<file path="src/rtl/instr_queue.sv">
// Instruction queue between fetch and dispatch: circular buffer of {instr, PC, nPC}, flushed on redirect.
// Optional protocol/overflow checking is built when INSTR_QUEUE_CHECK_EN is defined.
module instr_queue #(
  parameter int IQ_DEPTH     = 4,
  parameter int LOG_IQ_DEPTH = 2
) (
  input  logic        CLK,
  input  logic        nRST,
  output logic        DUT_error,
  input  logic        from_fetch_ivalid,
  input  logic [31:0] from_fetch_instr,
  input  logic [13:0] from_fetch_PC,
  input  logic [13:0] from_fetch_nPC,
  output logic        to_fetch_stall,
  input  logic        from_pipeline_take_resolved,
  input  logic        from_dispatch_ready,
  output logic        to_dispatch_valid,
  output logic [31:0] to_dispatch_instr,
  output logic [13:0] to_dispatch_PC,
  output logic [13:0] to_dispatch_nPC
);

  localparam logic [LOG_IQ_DEPTH:0] FULL_COUNT = (LOG_IQ_DEPTH+1)'(IQ_DEPTH);

  logic [31:0] instr_mem [IQ_DEPTH];
  logic [13:0] pc_mem    [IQ_DEPTH];
  logic [13:0] npc_mem   [IQ_DEPTH];

  logic [LOG_IQ_DEPTH-1:0] head;
  logic [LOG_IQ_DEPTH-1:0] tail;
  logic [LOG_IQ_DEPTH:0]   count;
  logic                    enq;
  logic                    deq;

  // Full and empty are judged on registered count only, so a same-cycle dequeue never makes room.
  assign enq = from_fetch_ivalid & (count != FULL_COUNT) & ~from_pipeline_take_resolved;
  assign deq = from_dispatch_ready & (count != '0) & ~from_pipeline_take_resolved;

  assign to_dispatch_valid = (count != '0);
  assign to_fetch_stall    = (count == FULL_COUNT);
  assign to_dispatch_instr = instr_mem[head];
  assign to_dispatch_PC    = pc_mem[head];
  assign to_dispatch_nPC   = npc_mem[head];

  always_ff @(posedge CLK) begin
    if (!nRST || from_pipeline_take_resolved) begin
      head  <= '0;
      tail  <= '0;
      count <= '0;
    end else begin
      if (enq) tail <= tail + LOG_IQ_DEPTH'(1);
      if (deq) head <= head + LOG_IQ_DEPTH'(1);
      if (enq && !deq)      count <= count + (LOG_IQ_DEPTH+1)'(1);
      else if (deq && !enq) count <= count - (LOG_IQ_DEPTH+1)'(1);
    end
  end

  // Storage is deliberately not reset; contents are only observed when count says they are live.
  always_ff @(posedge CLK) begin
    if (nRST && enq) begin
      instr_mem[tail] <= from_fetch_instr;
      pc_mem[tail]    <= from_fetch_PC;
      npc_mem[tail]   <= from_fetch_nPC;
    end
  end

`ifdef INSTR_QUEUE_CHECK_EN
  logic stall_violation;
  logic count_overflow;
  logic next_dut_error;

  assign stall_violation = from_fetch_ivalid & to_fetch_stall & ~from_pipeline_take_resolved;
  assign count_overflow  = (count > FULL_COUNT);
  assign next_dut_error  = stall_violation | count_overflow;

  // Sticky until reset so a single transient violation is not lost.
  always_ff @(posedge CLK) begin
    if (!nRST) begin
      DUT_error <= 1'b0;
    end else begin
      if (next_dut_error) DUT_error <= 1'b1;
      if (stall_violation) $display("instr_queue: fetch presented ivalid while stalled, PC=%h", from_fetch_PC);
      if (count_overflow)  $display("instr_queue: count %0d exceeds depth %0d", count, IQ_DEPTH);
    end
  end
`else
  assign DUT_error = 1'b0;
`endif

endmodule
</file>
<file path="config.mk">
export PLATFORM = sky130hd
export DESIGN_NAME = instr_queue
export DESIGN_NICKNAME = d
export VERILOG_FILES = /design/src/rtl/instr_queue.sv
export SDC_FILE = /design/constraint.sdc
export NUM_CORES = 1
export LEC_CHECK = 0
export CAP_MARGIN = 10
export CORE_ASPECT_RATIO = 0.5
export CORE_MARGIN = 3
export CORE_UTILIZATION = 55
export DETAILED_ROUTE_END_ITERATION = 10
export GPL_TIMING_DRIVEN = 0
export PLACE_DENSITY = 0.79
export SKIP_CTS_REPAIR_TIMING = 1
export SLEW_MARGIN = 20
export SYNTH_ARGS = -nofsm -noshare
export SYNTH_HDL_FRONTEND = slang
export SYNTH_SLANG_ARGS = --single-unit
</file>
<file path="constraint.sdc">
create_clock -name CLK -period 5.3 [get_ports CLK]
set_clock_uncertainty 0.2 [all_clocks]
set_input_delay 0.53 -clock CLK [delete_from_list [all_inputs] [get_ports CLK]]
set_output_delay 0.53 -clock CLK [all_outputs]
set_load 0.01 [all_outputs]
</file>
* Word level (Yosys, flattened, before mapping)
Memory sizes are Yosys's and may differ from the RTL's. A register that Yosys moved wholly into a read port is not among the register bits.
Index checks and enable logic that the tools add are counted.
** Cells by class
- Add/subtract/negate cells :: 4
- Equal/unequal tests :: 2
- Mux-type cells :: 10
- Bitwise operators :: 5
- Reductions and logical operators :: 9
** Operators by type and width (count)
- 2-to-1 mux 2 bit :: 6
- 2-to-1 mux 3 bit :: 2
- adder 2 x 1 -> 2 bit, second input constant :: 2
- AND 1 bit :: 4
- adder 3 x 1 -> 3 bit, second input constant :: 1
- equality test 3 bit, second input constant :: 1
- logical AND 1 bit :: 3
- logical NOT 1 bit :: 3
- != test 3 bit, second input constant :: 1
- nonzero test 3 bit :: 1
- subtractor 3 x 1 -> 3 bit, second input constant :: 1
- 2-to-1 mux 1 bit :: 2
- nonzero test 2 bit :: 1
- logical OR 1 bit :: 1
- NOT 1 bit :: 1
** Word-level totals
- Register bits after elaboration :: 7
- Memory bits (writable) :: 240
- Bits of input ports :: 65
- Output and inout port bits :: 63
- Word-level logic and storage cells :: 36
- Memories kept :: 3
** Memory list
- instr_mem :: depth 4, bits a word 32, read ports 1, clocked after memory_dff 1, write ports 1, line 25 : logic [31:0] instr_mem [IQ_DEPTH];
- npc_mem :: depth 4, bits a word 14, read ports 1, clocked after memory_dff 1, write ports 1, line 27 : logic [13:0] npc_mem [IQ_DEPTH];
- pc_mem :: depth 4, bits a word 14, read ports 1, clocked after memory_dff 1, write ports 1, line 26 : logic [13:0] pc_mem [IQ_DEPTH];

* Longest topological paths before layout
- Depth in word-level cells :: 7
- Mapped depth :: 9
- Mapped depth without buffers :: 9

* Least setup slack after synthesis
Ideal clock, no wire load.
- Path kind :: input to register
- Start :: input from_pipeline_take_resolved
- End :: memory instr_mem[0][0], enable pin
- Setup time :: 0.425 ns
- Data arrival time :: 2.407 ns
- Required time :: 4.675 ns
- Setup slack :: 2.268 ns
- Stages on the path :: 2
- Path buffers :: 0
- Cell sequence :: nor3b_2 and3_1
** Between the ends
- Longest elaborated chain between the ends :: 5
** RTL lines
- start: declaration :: line 15 : input logic from_pipeline_take_resolved,
- NOT 1 bit :: line 36 : assign enq = from_fetch_ivalid & (count != FULL_COUNT) & ~from_pipeline_take_resolved;
- AND 1 bit :: line 36
- logical AND 1 bit :: line 60 : if (nRST && enq) begin
- 2-to-1 mux 1 bit :: line 60
- 2-to-1 mux 1 bit (implied by the code) :: line 61 : instr_mem[tail] <= from_fetch_instr;
- end: declaration :: line 25
Every way passes these cells.

==> parameters.txt <==
Parameter                              Value

Worst setup path
  Count of buffer and inverter cells on the critical path ... 3
  CP Data Arrival Time ... 2.34 ns
  Number of stages on the worst setup path ... 4
  Max incr delay on CP ... 0.50 ns
  Crit-path cells ... buf_1, buf_2, mux4_2, clkdlybuf4s50_1
  Start-to-end type of the worst setup path ... register to output port
  Crit path capture type ... output port
  Critical path required time ... 4.57 ns
  Maximum fanout along the worst path ... 10
  Cell count of the worst reg-to-reg path ... 8
  Crit Reg-Reg Endpoint ... count[2]
  Highest-delay cell along the critical path ... sky130_fd_sc_hd__clkdlybuf4s50_1
  Critical path destination ... to_dispatch_instr[5]
  Cell family with most CP delay ... buffers and inverters
  Internal reg-to-reg setup slack ... 2.72 ns
  Worst Setup Start Kind ... register
  Launch instance of the worst register-to-register path ... count[0]

Detailed routing
  Antenna Violating Nets Remaining ... 0
  Final routed DRC violation total ... 0
  Met3 routed wirelength ... 708 µm
  Routed metal-1 wirelength ... 6.649 mm
  Wire length on met2 ... 8.337 mm
  Routed WL ... 15.93 mm
  Number of search-and-repair iterations in the first detailed-routing pass ... 5
  Vias per std cell ... 5.447
  1st-iter DRT viols ... 223
  Routed WL per cell ... 21.07 µm
  Vias after detailed routing ... 4,118
  Top routing layer used ... met4

Cells and area
  Share of final-layout standard cells stronger than drive strength 1 ... 21.31%
  Syn-to-layout area delta ... 25.33%
  Final-layout fill cell count ... 914
  Commonest cells after routing, fill and taps aside ... sky130_fd_sc_hd__edfxtp_1, sky130_fd_sc_hd__clkdlybuf4s50_1, sky130_fd_sc_hd__mux4_2
  Count of antenna diodes in the layout ... 0
  Post-route cell area ... 11,560 µm²
  Most frequent standard cell in the layout excluding fill and tap cells ... sky130_fd_sc_hd__edfxtp_1
  Final standard cell utilization of the core ... 72.76%
  Non-filler cells, final ... 756
  Number of nets in the final layout ... 592

Min path
  Type of the most critical hold path ... register to register
  Number of cells on the worst hold path ... 2

Clocking
  Clock sink count ... 249
  H-tree levels ... 1
  Number of clock buffers inserted by TritonCTS ... 22
  Root Driver ... sky130_fd_sc_hd__clkbuf_16
  Clock-pin slew of the registers on the worst-case setup and hold paths ... 0.07 ns
  Worst-case clock buffer depth ... 3
  Clock tree from TritonCTS ... yes
  Clock latency at the later pin of the worst-skew pair ... 0.49 ns

Placed design
  DP Worst Slack ... 2.175 ns
  Area after DPL ... 10,890 µm²
  Global placement routability congestion ... 0.7044
  Detailed Place HPWL ... 10.03 mm
  Post-Place Cells ... 718
  Buffers on Ports ... 126

Yosys
  Post-synth design cell area ... 9228 µm²
  Number of cells produced by synthesis ... 367
  Yosys cell types ... 25
  Share of the yosys chip area belonging to registers ... 80.05%
  Area fraction of the dominant cell type after synthesis ... 78.10%
  Leading area contributor after synthesis ... sky130_fd_sc_hd__edfxtp_1
  Net Count, Synth ... 438
  Yosys reg bits ... 249
  Average cell area after synthesis ... 25.14 µm²
  Number of warnings reported in the yosys synthesis log ... 0
  Ranking of synthesized cells by area ... sky130_fd_sc_hd__edfxtp_1, sky130_fd_sc_hd__mux4_2, sky130_fd_sc_hd__dfxtp_1, sky130_fd_sc_hd__buf_12, sky130_fd_sc_hd__ha_1

Global route
  Pin count of the biggest net entering global routing ... 47
  Number of global-route vias before repair ... 4,492
  Initial antenna violation count ... 0
  Total track usage ... 17.90%
  Wire length of the first global-routing pass ... 25.55 mm
  Global route overflow ... 0

STA
  Setup Viol. Count Final ... 0
  Final clock period utilization by the worst path ... 57.91%
  Hold violation total from the final report ... 0
  Least-Margin Pin Slew ... 0.5221 ns
  Max Clock Freq ... 325.8 MHz
  Setup WS post-layout ... 2.231 ns
  Fin crit period ... 3.069 ns
  Worst slew margin relative to its limit ... 65.04%
  Worst Hold Margin ... 0.3017 ns
  Aggregate negative setup slack ... 0 ns
  Number of slew-limit violations in the final report ... 0
  Unrepaired setup endpoints after global routing ... no

Flow run
  Max Cap Viol ... 0

Pwr
  Total power ... 3.852 mW
  Pwr Density ... 333.0 nW/µm²
  Leakage power of the design ... 3.652 nW
  Worst-case vdd ir drop ... 0.2338 mV

Floorplan
  Core Area ... 15,900 µm²
  Die area ... 18,460 µm²
  Starting utilization of the core area ... 58.05%
  Vert. Die Dim ... 97.59 µm
  Number of top-level pins ... 128
  Number of rows in the core area ... 32
  Die extent in x ... 189.2 µm

Status
  Status ... finished, final reports clean
[power by group]
| part | internal, mW | leakage [nW] | total [mW] | switching [mW] |
|---|---|---|---|---|
| clock | 0.840 | 0.327 | 1.49 | 0.650 |
| combinational | 0.105 | 1.08 | 0.179 | 0.0739 |
| sequential | 2.18 | 2.24 | 2.18 | 0.00607 |
| total | 3.12 | 3.65 | 3.85 | 0.730 |
[worst min-delay path, delay by kind of cell, from the launching register on]
kind	cells	cell delay, ns
multiplexers	1	0.05
AND/OR/NAND/NOR	1	0.06
flip-flops	1	0.34
[synth_stat cells]
cell type	count
sky130_fd_sc_hd__conb_1	1
sky130_fd_sc_hd__nor3b_2	2
sky130_fd_sc_hd__inv_1	4
sky130_fd_sc_hd__nand3b_1	2
sky130_fd_sc_hd__nor2b_1	1
sky130_fd_sc_hd__mux2i_1	5
sky130_fd_sc_hd__nand2_1	5
sky130_fd_sc_hd__buf_2	6
sky130_fd_sc_hd__edfxtp_1	240
sky130_fd_sc_hd__fa_1	1
sky130_fd_sc_hd__buf_12	6
sky130_fd_sc_hd__or3_1	2
sky130_fd_sc_hd__mux4_2	60
sky130_fd_sc_hd__buf_4	1
sky130_fd_sc_hd__ha_1	5
sky130_fd_sc_hd__a21oi_1	2
sky130_fd_sc_hd__o21ai_0	2
sky130_fd_sc_hd__and3_1	4
sky130_fd_sc_hd__xor2_1	2
sky130_fd_sc_hd__nand2b_1	2
sky130_fd_sc_hd__nor3_1	1
sky130_fd_sc_hd__nor2_1	2
sky130_fd_sc_hd__buf_6	1
sky130_fd_sc_hd__dfxtp_1	9
sky130_fd_sc_hd__buf_1	1
[registers in the layout (all words and copies together), names as in the netlist, named ones only]
| register | count |
|---|---|
| instr_mem | 128 |
| npc_mem | 56 |
| pc_mem | 56 |
| count | 3 |
| head | 2 |
| tail | 2 |
[layout make-up]
cell class,count,area [µm²],share of cell area [%]
Clock inverter,13,93.84,0.8114
Sequential cell,249,7387,63.88
Timing Repair Buffer,130,1364,11.79
Multi-Input combinational cell,99,1673,14.47
Inverter,4,15.01,0.1298
Buffer,15,172.7,1.493
Clock buffer,25,583.1,5.042
Tap cell,221,276.5,2.391
[routing by layer]
layer / vias to the layer above / track usage (%)
li1: 1864 / -
met1: 2133 / 25.06
met4: 0 / 4.059
met5: - / 0
met3: 19 / 3.207
met2: 102 / 30.01
[logic make-up after synthesis]
family | Yosys count | share of synthesized area [%]
compound gates | 4 | 0.2170
xor+xnor | 2 | 0.1899
fa+ha+maj | 6 | 0.8949
buf+inv | 19 | 2.034
flops | 249 | 80.05
mux | 65 | 15.19
other cells | 1 | 0.04064
simple gates | 21 | 1.383
[worst min-delay path by stage]
stage,from,end,slack (ns)
finish,tail[1],tail[1],0.30
global route,count[2],count[2],0.33
CTS,tail[1],tail[1],0.30
detailed placement,tail[1],tail[1],0.29
global placement,tail[1],tail[1],0.28
floorplan,head[1],register,0.26
No activity file was read; power rests on OpenSTA's default activity.
